==> src/rtl/sram_write_stager.sv <==
// Staging FIFO between the SRAM write collector and the local SRAM write port.
// Completed-linear notifications are fenced until every earlier write has drained.
module sram_write_stager #(
  parameter int unsigned LBW         = 10,
  parameter int unsigned DBW         = 16,
  parameter int unsigned VSIZE       = 32,
  parameter int unsigned N_ICFG      = 4,
  parameter int unsigned DEPTH       = 4,
  parameter int unsigned HOLD_MARGIN = 2,
  localparam int unsigned CV_BW      = $clog2(VSIZE),
  localparam int unsigned HBW        = LBW - CV_BW,
  localparam int unsigned ICFG_BW    = $clog2(N_ICFG + 1)
) (
  input  logic                       i_clk,
  input  logic                       i_rst,
  input  logic                       w_dval,
  input  logic [ICFG_BW-1:0]         i_id,
  input  logic [HBW-1:0]             i_hiaddr,
  input  logic [VSIZE-1:0][DBW-1:0]  i_data,
  output logic                       sram_rdy,
  input  logic                       sram_ack,
  output logic [ICFG_BW-1:0]         o_sram_id,
  output logic [HBW-1:0]             o_sram_hiaddr,
  output logic [VSIZE-1:0][DBW-1:0]  o_sram_data,
  input  logic                       done_in_rdy,
  output logic                       done_in_ack,
  input  logic [LBW-1:0]             i_linear,
  input  logic [ICFG_BW-1:0]         i_linear_id,
  output logic                       done_out_rdy,
  input  logic                       done_out_ack,
  output logic [LBW-1:0]             o_linear,
  output logic [ICFG_BW-1:0]         o_linear_id,
  output logic                       o_hold,
  output logic                       o_overflow
);

  localparam int unsigned PW = $clog2(DEPTH);
  localparam int unsigned CW = $clog2(DEPTH + 1);

  typedef enum logic [0:0] {StIdle, StHold} fence_state_e;

  logic [ICFG_BW-1:0]        r_id     [DEPTH];
  logic [HBW-1:0]            r_hiaddr [DEPTH];
  logic [VSIZE-1:0][DBW-1:0] r_data   [DEPTH];
  logic [PW-1:0]             r_wptr, r_rptr;
  logic [CW-1:0]             r_count, w_count_next;
  logic                      r_overflow, r_hold;
  logic                      w_push, w_pop, w_empty, w_full;
  fence_state_e              r_state, w_state_next;
  logic [LBW-1:0]            r_linear;
  logic [ICFG_BW-1:0]        r_linear_id;

  assign w_empty = (r_count == '0);
  assign w_full  = (r_count == CW'(DEPTH));
  assign w_pop   = !w_empty && sram_ack;
  // A full FIFO still accepts a write when the head leaves in the same cycle.
  assign w_push  = w_dval && (!w_full || w_pop);

  always_comb begin
    w_count_next = r_count;
    if (w_push && !w_pop) begin
      w_count_next = r_count + 1'b1;
    end else if (!w_push && w_pop) begin
      w_count_next = r_count - 1'b1;
    end
  end

  always_ff @(posedge i_clk or posedge i_rst) begin
    if (i_rst) begin
      for (int i = 0; i < int'(DEPTH); i++) begin
        r_id[i]     <= '0;
        r_hiaddr[i] <= '0;
        r_data[i]   <= '0;
      end
      r_wptr     <= '0;
      r_rptr     <= '0;
      r_count    <= '0;
      r_overflow <= 1'b0;
      r_hold     <= 1'b0;
    end else begin
      if (w_push) begin
        r_id[r_wptr]     <= i_id;
        r_hiaddr[r_wptr] <= i_hiaddr;
        r_data[r_wptr]   <= i_data;
        r_wptr           <= r_wptr + 1'b1;
      end
      if (w_pop) begin
        r_rptr <= r_rptr + 1'b1;
      end
      r_count <= w_count_next;
      if (w_dval && !w_push) begin
        r_overflow <= 1'b1;
      end
      // Looks one write ahead to cover the collector's enable-to-dval latency.
      r_hold <= (w_count_next >= CW'(DEPTH - HOLD_MARGIN));
    end
  end

  assign sram_rdy      = !w_empty;
  assign o_sram_id     = r_id[r_rptr];
  assign o_sram_hiaddr = r_hiaddr[r_rptr];
  assign o_sram_data   = r_data[r_rptr];
  assign o_hold        = r_hold;
  assign o_overflow    = r_overflow;

  // A commit is taken only when no write of its linear is queued or arriving.
  always_comb begin
    w_state_next = r_state;
    done_in_ack  = 1'b0;
    done_out_rdy = 1'b0;
    unique case (r_state)
      StIdle: begin
        done_in_ack = done_in_rdy && w_empty && !w_dval && !i_rst;
        if (done_in_ack) begin
          w_state_next = StHold;
        end
      end
      StHold: begin
        done_out_rdy = 1'b1;
        if (done_out_ack) begin
          w_state_next = StIdle;
        end
      end
      default: w_state_next = StIdle;
    endcase
  end

  always_ff @(posedge i_clk or posedge i_rst) begin
    if (i_rst) begin
      r_state     <= StIdle;
      r_linear    <= '0;
      r_linear_id <= '0;
    end else begin
      r_state <= w_state_next;
      if (r_state == StIdle && done_in_ack) begin
        r_linear    <= i_linear;
        r_linear_id <= i_linear_id;
      end
    end
  end

  assign o_linear    = r_linear;
  assign o_linear_id = r_linear_id;

endmodule

==> config.mk <==
export PLATFORM = sky130hd
export DESIGN_NAME = sram_write_stager
export DESIGN_NICKNAME = d
export VERILOG_FILES = /design/src/rtl/sram_write_stager.sv
export SDC_FILE = /design/constraint.sdc
export NUM_CORES = 2
export LEC_CHECK = 0
export CAP_MARGIN = 5
export CORE_MARGIN = 4
export CORE_UTILIZATION = 55
export CTS_BUF_LIST = sky130_fd_sc_hd__clkbuf_8
export CTS_CLUSTER_DIAMETER = 40
export CTS_CLUSTER_SIZE = 20
export DETAILED_ROUTE_END_ITERATION = 8
export PLACE_DENSITY = 0.89
export SLEW_MARGIN = 20
export SYNTH_ARGS = -nofsm -noshare
export SYNTH_HDL_FRONTEND = slang
export SYNTH_SLANG_ARGS = --single-unit
==> constraint.sdc <==
create_clock -name i_clk -period 96.3 [get_ports i_clk]
set_input_delay 19.26 -clock i_clk [delete_from_list [all_inputs] [get_ports i_clk]]
set_output_delay 19.26 -clock i_clk [all_outputs]
set_load 0.1 [all_outputs]
### Word level (Yosys, flattened, before mapping)

Cells that the tools add are included.

| cells by class | value |
|---|---|
| add/sub/neg operators | 4 |
| bitwise logic cells | 3 |
| reductions and logical operators | 18 |
| eq/ne operators | 1 |
| mux-type cells | 25 |
| $lt $le $gt $ge | 4 |

Operators with widths:

| operator | number |
|---|---|
| 2048-bit bitwise mux | 1 |
| 512-bit 2-to-1 mux | 3 |
| 512-bit binary-select mux with 2-bit select | 1 |
| 512-bit demux with 2-bit select | 1 |
| 20-bit bitwise mux | 1 |
| 3-bit 2-to-1 mux | 5 |
| 5-bit 2-to-1 mux | 3 |
| 12-bit bitwise mux | 1 |
| 5-bit binary-select mux with 2-bit select | 1 |
| 5-bit demux with 2-bit select | 1 |
| 1-bit logical AND | 10 |
| 3-bit binary-select mux with 2-bit select | 1 |
| 3-bit demux with 2-bit select | 1 |
| 3-bit greater-or-equal comparator (second input constant) | 2 |
| 1-bit zero test | 6 |
| 2-bit inverter with 3-bit output | 2 |
| 2-bit by 1-bit adder with 2-bit output (second input constant) | 2 |
| 1-bit 2-to-1 mux | 4 |
| 3-bit by 1-bit adder with 3-bit output (second input constant) | 1 |
| 3-bit equality test (second input constant) | 1 |
| 3-bit by 2-bit greater-or-equal comparator with 1-bit output (second input constant) | 1 |
| 3-bit zero test | 1 |
| 3-bit by 1-bit < comparator with 1-bit output (second input constant) | 1 |
| 3-bit by 1-bit subtractor with 3-bit output (second input constant) | 1 |
| 3 further kinds | 3 |

| word-level totals | value |
|---|---|
| bits in registers | 2103 |
| logic and storage cells | 199 |

### Logic depth before layout (Yosys ltp)

| logic depth | value |
|---|---|
| depth in word-level cells | 10 |
| mapped depth | 9 |
| mapped depth without buffers | 6 |

### Worst setup path after synthesis

No wires, ideal clock.

| timing | value |
|---|---|
| kind | input-to-output |
| start point | in w_dval |
| end point | out done_in_ack |
| path buffers | 1 |
| arrival | 20.594 ns |
| stages on the path | 4 |
| slack | 56.446 ns |
| cell sequence | nor4b_1 -> nand3_1 -> buf_2 -> inv_1 |

| on the way | value |
|---|---|
| word-level cells in the longest chain between the ends | 4 |

Ends and longest elaborated chain:

| item | line | RTL |
|---|---|---|
| from (decl) | 16 | `input logic w_dval,` |
| 1-bit zero test | 113 | `done_in_ack = done_in_rdy && w_empty && !w_dval && !i_rst;` |
| 1-bit logical AND (2 in series) | 113 |  |
| 1-bit 2-to-1 mux | 111 | `unique case (r_state)` |
| to (decl) | 26 | `output logic done_in_ack,` |

No other way between the ends.

### Final worst setup path

Ends and elaborated chain as after synthesis.

==> run summary <==
The clock-pin transition on the worst setup and hold timing paths is 0.06 ns. The die is 436 µm tall. The ratio of cells with drive above 1 in the final layout is 50.1%. The total nets after synthesis is 5669. In the routed design, unresolved DRC markers number 0. Entering global routing, the biggest net connects 199 pins. The number of clock buffers inserted by TritonCTS is 300. Derived from the worst setup path, the maximum achievable clock frequency is 23.9 MHz. The total congestion overflow after global routing is 0.

The average cell area after synthesis is 19.7 µm². The area of the die is 191000 µm². The run finished with clean final reports. The worst setup path is of the in -> out kind. The finished layout cell area is 117000 µm². After clock tree synthesis, the repair step resized 0 gates.

Traced cell by cell, the critical path runs through clkdlybuf4s50_1, nor4b_1, nand3_1, inv_1, clkdlybuf4s50_1. The delay contributed by the slowest stage of the critical path came out at 1.17 ns. The CTS tree is done. OpenSTA, run right after detailed placement, puts the worst setup slack at 54.45 ns. The required time of the critical path is 77.04 ns.

The detailed router placed 52.3k vias in this run. The transition at the pin with the smallest max-transition slack is 1.24 ns. The portion of synthesized area spent on multiplexers is 42.4%. The cell type with the largest total area after synthesis is sky130_fd_sc_hd__dfrtp_1. The worst pin sits at a relative slew slack of 17.0%.

The total number of placement rows came out at 156. Along the worst path, the maximum fanout reaches 17. The estimated wirelength of the detail-placed design is 158000 µm. The placeable core region came out at 182000 µm². The via count of the first global-routing pass is 58.5k. The count of fill cells added during filler insertion is 11.7k. The iteration-0 DRC count of the detailed router is 3403.

The number of setup violations in the final report is 0. The synthesis-stage register bit count came out at 2103. The slowest stage of the critical path is the sky130_fd_sc_hd__clkdlybuf4s50_1 cell. The clock root buffer is sky130_fd_sc_hd__clkbuf_8. The total negative setup slack is 0 ns. The quantity of hold-fixing buffers added after cts is 0.

The worst setup slack after layout is 54.50 ns. The basic-gate share of the synthesized area counting and, or, nand and nor cells is 0.180%. The number of levels in the clock H-tree is 5. The number of port buffers came out at 1076. The synthesized-area fraction occupied by adder cells is 0.0867%.

The count of nets left with antenna violations after detail routing came out at 0. The top cell type by area accounts for 52.1% of the synthesized area. The most common cell in the synthesized netlist is sky130_fd_sc_hd__dfrtp_1. The longest clock path from root to sink contains 4 buffers.

After detailed routing, the number of vias per cell comes to 5.83. Post-CTS timing repair inserted 0 buffers for setup. The clock arrives with 0.0790 ns of skew.

The number of enable flip-flop cells after synthesis is 0. The aggregate routed wire length came out at 251000 µm. The time the final worst path needs with I/O delays and setup came out at 41.80 ns. The largest delay contributor family on the critical path is buffers and inverters. The clock sink total is 2103.

The effective utilization at floorplan is 55.6%. The critical path contains buffers and inverters numbering 3 combined. The number of antenna violations at the first check in global routing is 102.

The area fraction in compound gates after synthesis came out at 0.107%. The number of hold violations in the final report is 0. The worst setup path is captured at an output pin. The Yosys warning count came out at 0. Global routing used 25.9% of the available tracks across all layers. The wire length of the first global-routing pass is 382000 µm. The worst setup path is launched from an input port. Setup repair after global routing left no endpoint under its margin. The predominant post-synthesis flop cell is sky130_fd_sc_hd__dfrtp_1. The number of different library cells used by synthesis comes to 32.

For this run, the detailed router's first-pass iteration total came to 5. The top-level I/O count is 1077. The congestion estimate from routability-driven global placement came to 0.843. The synthesized instance count is 5123.

The xor and xnor area share after synthesis came out at 0.0434%. The layout-stage area growth over the synthesis result is 16.2%. The commonest cells after synthesis are sky130_fd_sc_hd__dfrtp_1, sky130_fd_sc_hd__mux2_4, sky130_fd_sc_hd__mux4_2, sky130_fd_sc_hd__buf_12, sky130_fd_sc_hd__buf_2. The per-cell routed wire length came out at 28.0 µm.

The latest clock arrival within the worst-skew pair came out at 1.02 ns. The part of the Yosys area used for sequential elements came out at 52.1%. The arrival time at the worst endpoint is 22.54 ns. The final critical path takes up 43.4% of the cycle. The async set-reset flop share out of synthesis is 100%.

The class of the tightest hold or removal check is reg -> reg. The count of maximum capacitance violations is 0. The final layout net count came out at 6771. After synthesis, the largest family of logic cells by area is multiplexers. The area of placed instances is 110000 µm².

The count of final max-slew check failures is 0. In the post-synthesis netlist, the biggest area contributors are sky130_fd_sc_hd__dfrtp_1, sky130_fd_sc_hd__mux2_4, sky130_fd_sc_hd__mux4_2. Counting stages on the worst path, the most repeated cell is sky130_fd_sc_hd__clkdlybuf4s50_1.

The mapped cell area is 101000 µm². The die width came out at 436 µm.
-- kinds of logic (layout without fill, tap and decap cells) --
logic type,count (synthesis),after routing
buffers and inverters,359,1683
xor gates and xnor gates,5,5
DFF,2103,2103
muxes,2613,2613
and+or+nand+nor,21,21
AOI/OAI and AO/OA,15,15
adders and majority gates,7,7
other,0,86
-- metrics by stage --
step | instances | util [%] | hold WS [ns]
2_1_floorplan | 5123 | - | 0.474
3_3_place_gp | 8370 | 60.8 | 0.465
3_5_place_dp | 8370 | 60.8 | 0.480
4_1_cts | 8894 | 64.4 | 0.504
5_1_grt | 8971 | 64.6 | 0.517
6_report | 8982 | 64.6 | 0.505
-- final timing paths --
path,start,endpoint,slack [ns],depth (start not counted)
hold / removal,r_data[1550],r_data[1550],0.51,1
max in group asynchronous,i_rst,r_data[1854],72.81,7
setup / recovery,w_dval,done_in_ack,54.50,5
hold reg to reg,r_data[1550],r_data[1550],0.51,1
setup reg to reg,r_count[1],r_data[355],89.81,10
min in group asynchronous,i_rst,o_hold,18.83,2
-- sequential cells by signal, indices dropped and copies added (netlist names) --
signal       flops
o_linear_id      3
o_linear        10
r_rptr           2
r_count          3
o_overflow       1
r_id            12
r_wptr           2
r_state          1
r_hiaddr        20
r_data        2048
o_hold           1
-- cell usage in the layout (no fill, tap or decap), types with 3 or more instances in the layout --
cell type	netlist	routed
sky130_fd_sc_hd__ha_1	7	7
sky130_fd_sc_hd__dfrtp_1	2103	2101
sky130_fd_sc_hd__clkinv_8	0	9
sky130_fd_sc_hd__o21ai_0	5	5
sky130_fd_sc_hd__mux2_4	2000	2000
sky130_fd_sc_hd__clkdlybuf4s50_1	0	1062
sky130_fd_sc_hd__inv_6	0	44
sky130_fd_sc_hd__clkbuf_8	0	335
sky130_fd_sc_hd__buf_2	99	11
sky130_fd_sc_hd__nand2_8	4	4
sky130_fd_sc_hd__bufinv_16	0	21
sky130_fd_sc_hd__nor2b_1	3	3
sky130_fd_sc_hd__diode_2	0	86
sky130_fd_sc_hd__buf_12	221	15
sky130_fd_sc_hd__buf_4	17	59
sky130_fd_sc_hd__clkinv_2	0	22
sky130_fd_sc_hd__clkinv_4	0	30
sky130_fd_sc_hd__inv_1	9	15
sky130_fd_sc_hd__xnor2_1	5	5
sky130_fd_sc_hd__mux4_2	520	520
sky130_fd_sc_hd__inv_8	0	19
sky130_fd_sc_hd__mux2_2	93	93
sky130_fd_sc_hd__nand3_1	3	3
sky130_fd_sc_hd__clkinvlp_4	0	36
sky130_fd_sc_hd__nand2_1	4	4
-- routing by layer --
layer	wire (µm)	GRT usage [%]	part of all wire, %	vias up
met3	17700	7.57	7.1	657
met5	203	0	0.081	-
met2	119000	39.3	47	1801
li1	-	-	-	21432
met1	98000	32.7	39	28421
met4	16400	16.9	6.5	32
-- cell type report --
type / count / area (µm²) / share of cell area [%]
Antenna cell: 86 / 215 / 0.183
Clock buffer: 335 / 4610 / 3.93
Clock inverter: 189 / 2070 / 1.76
Inverter: 9 / 41.3 / 0.0352
Multi-Input combinational cell: 2661 / 43200 / 36.8
Sequential cell: 2103 / 52600 / 44.9
Tap cell: 2449 / 3060 / 2.61
Timing Repair Buffer: 1150 / 11500 / 9.80
Power is not shown: default switching activity piles up to over one toggle a cycle in this logic, so the estimate is an artifact.
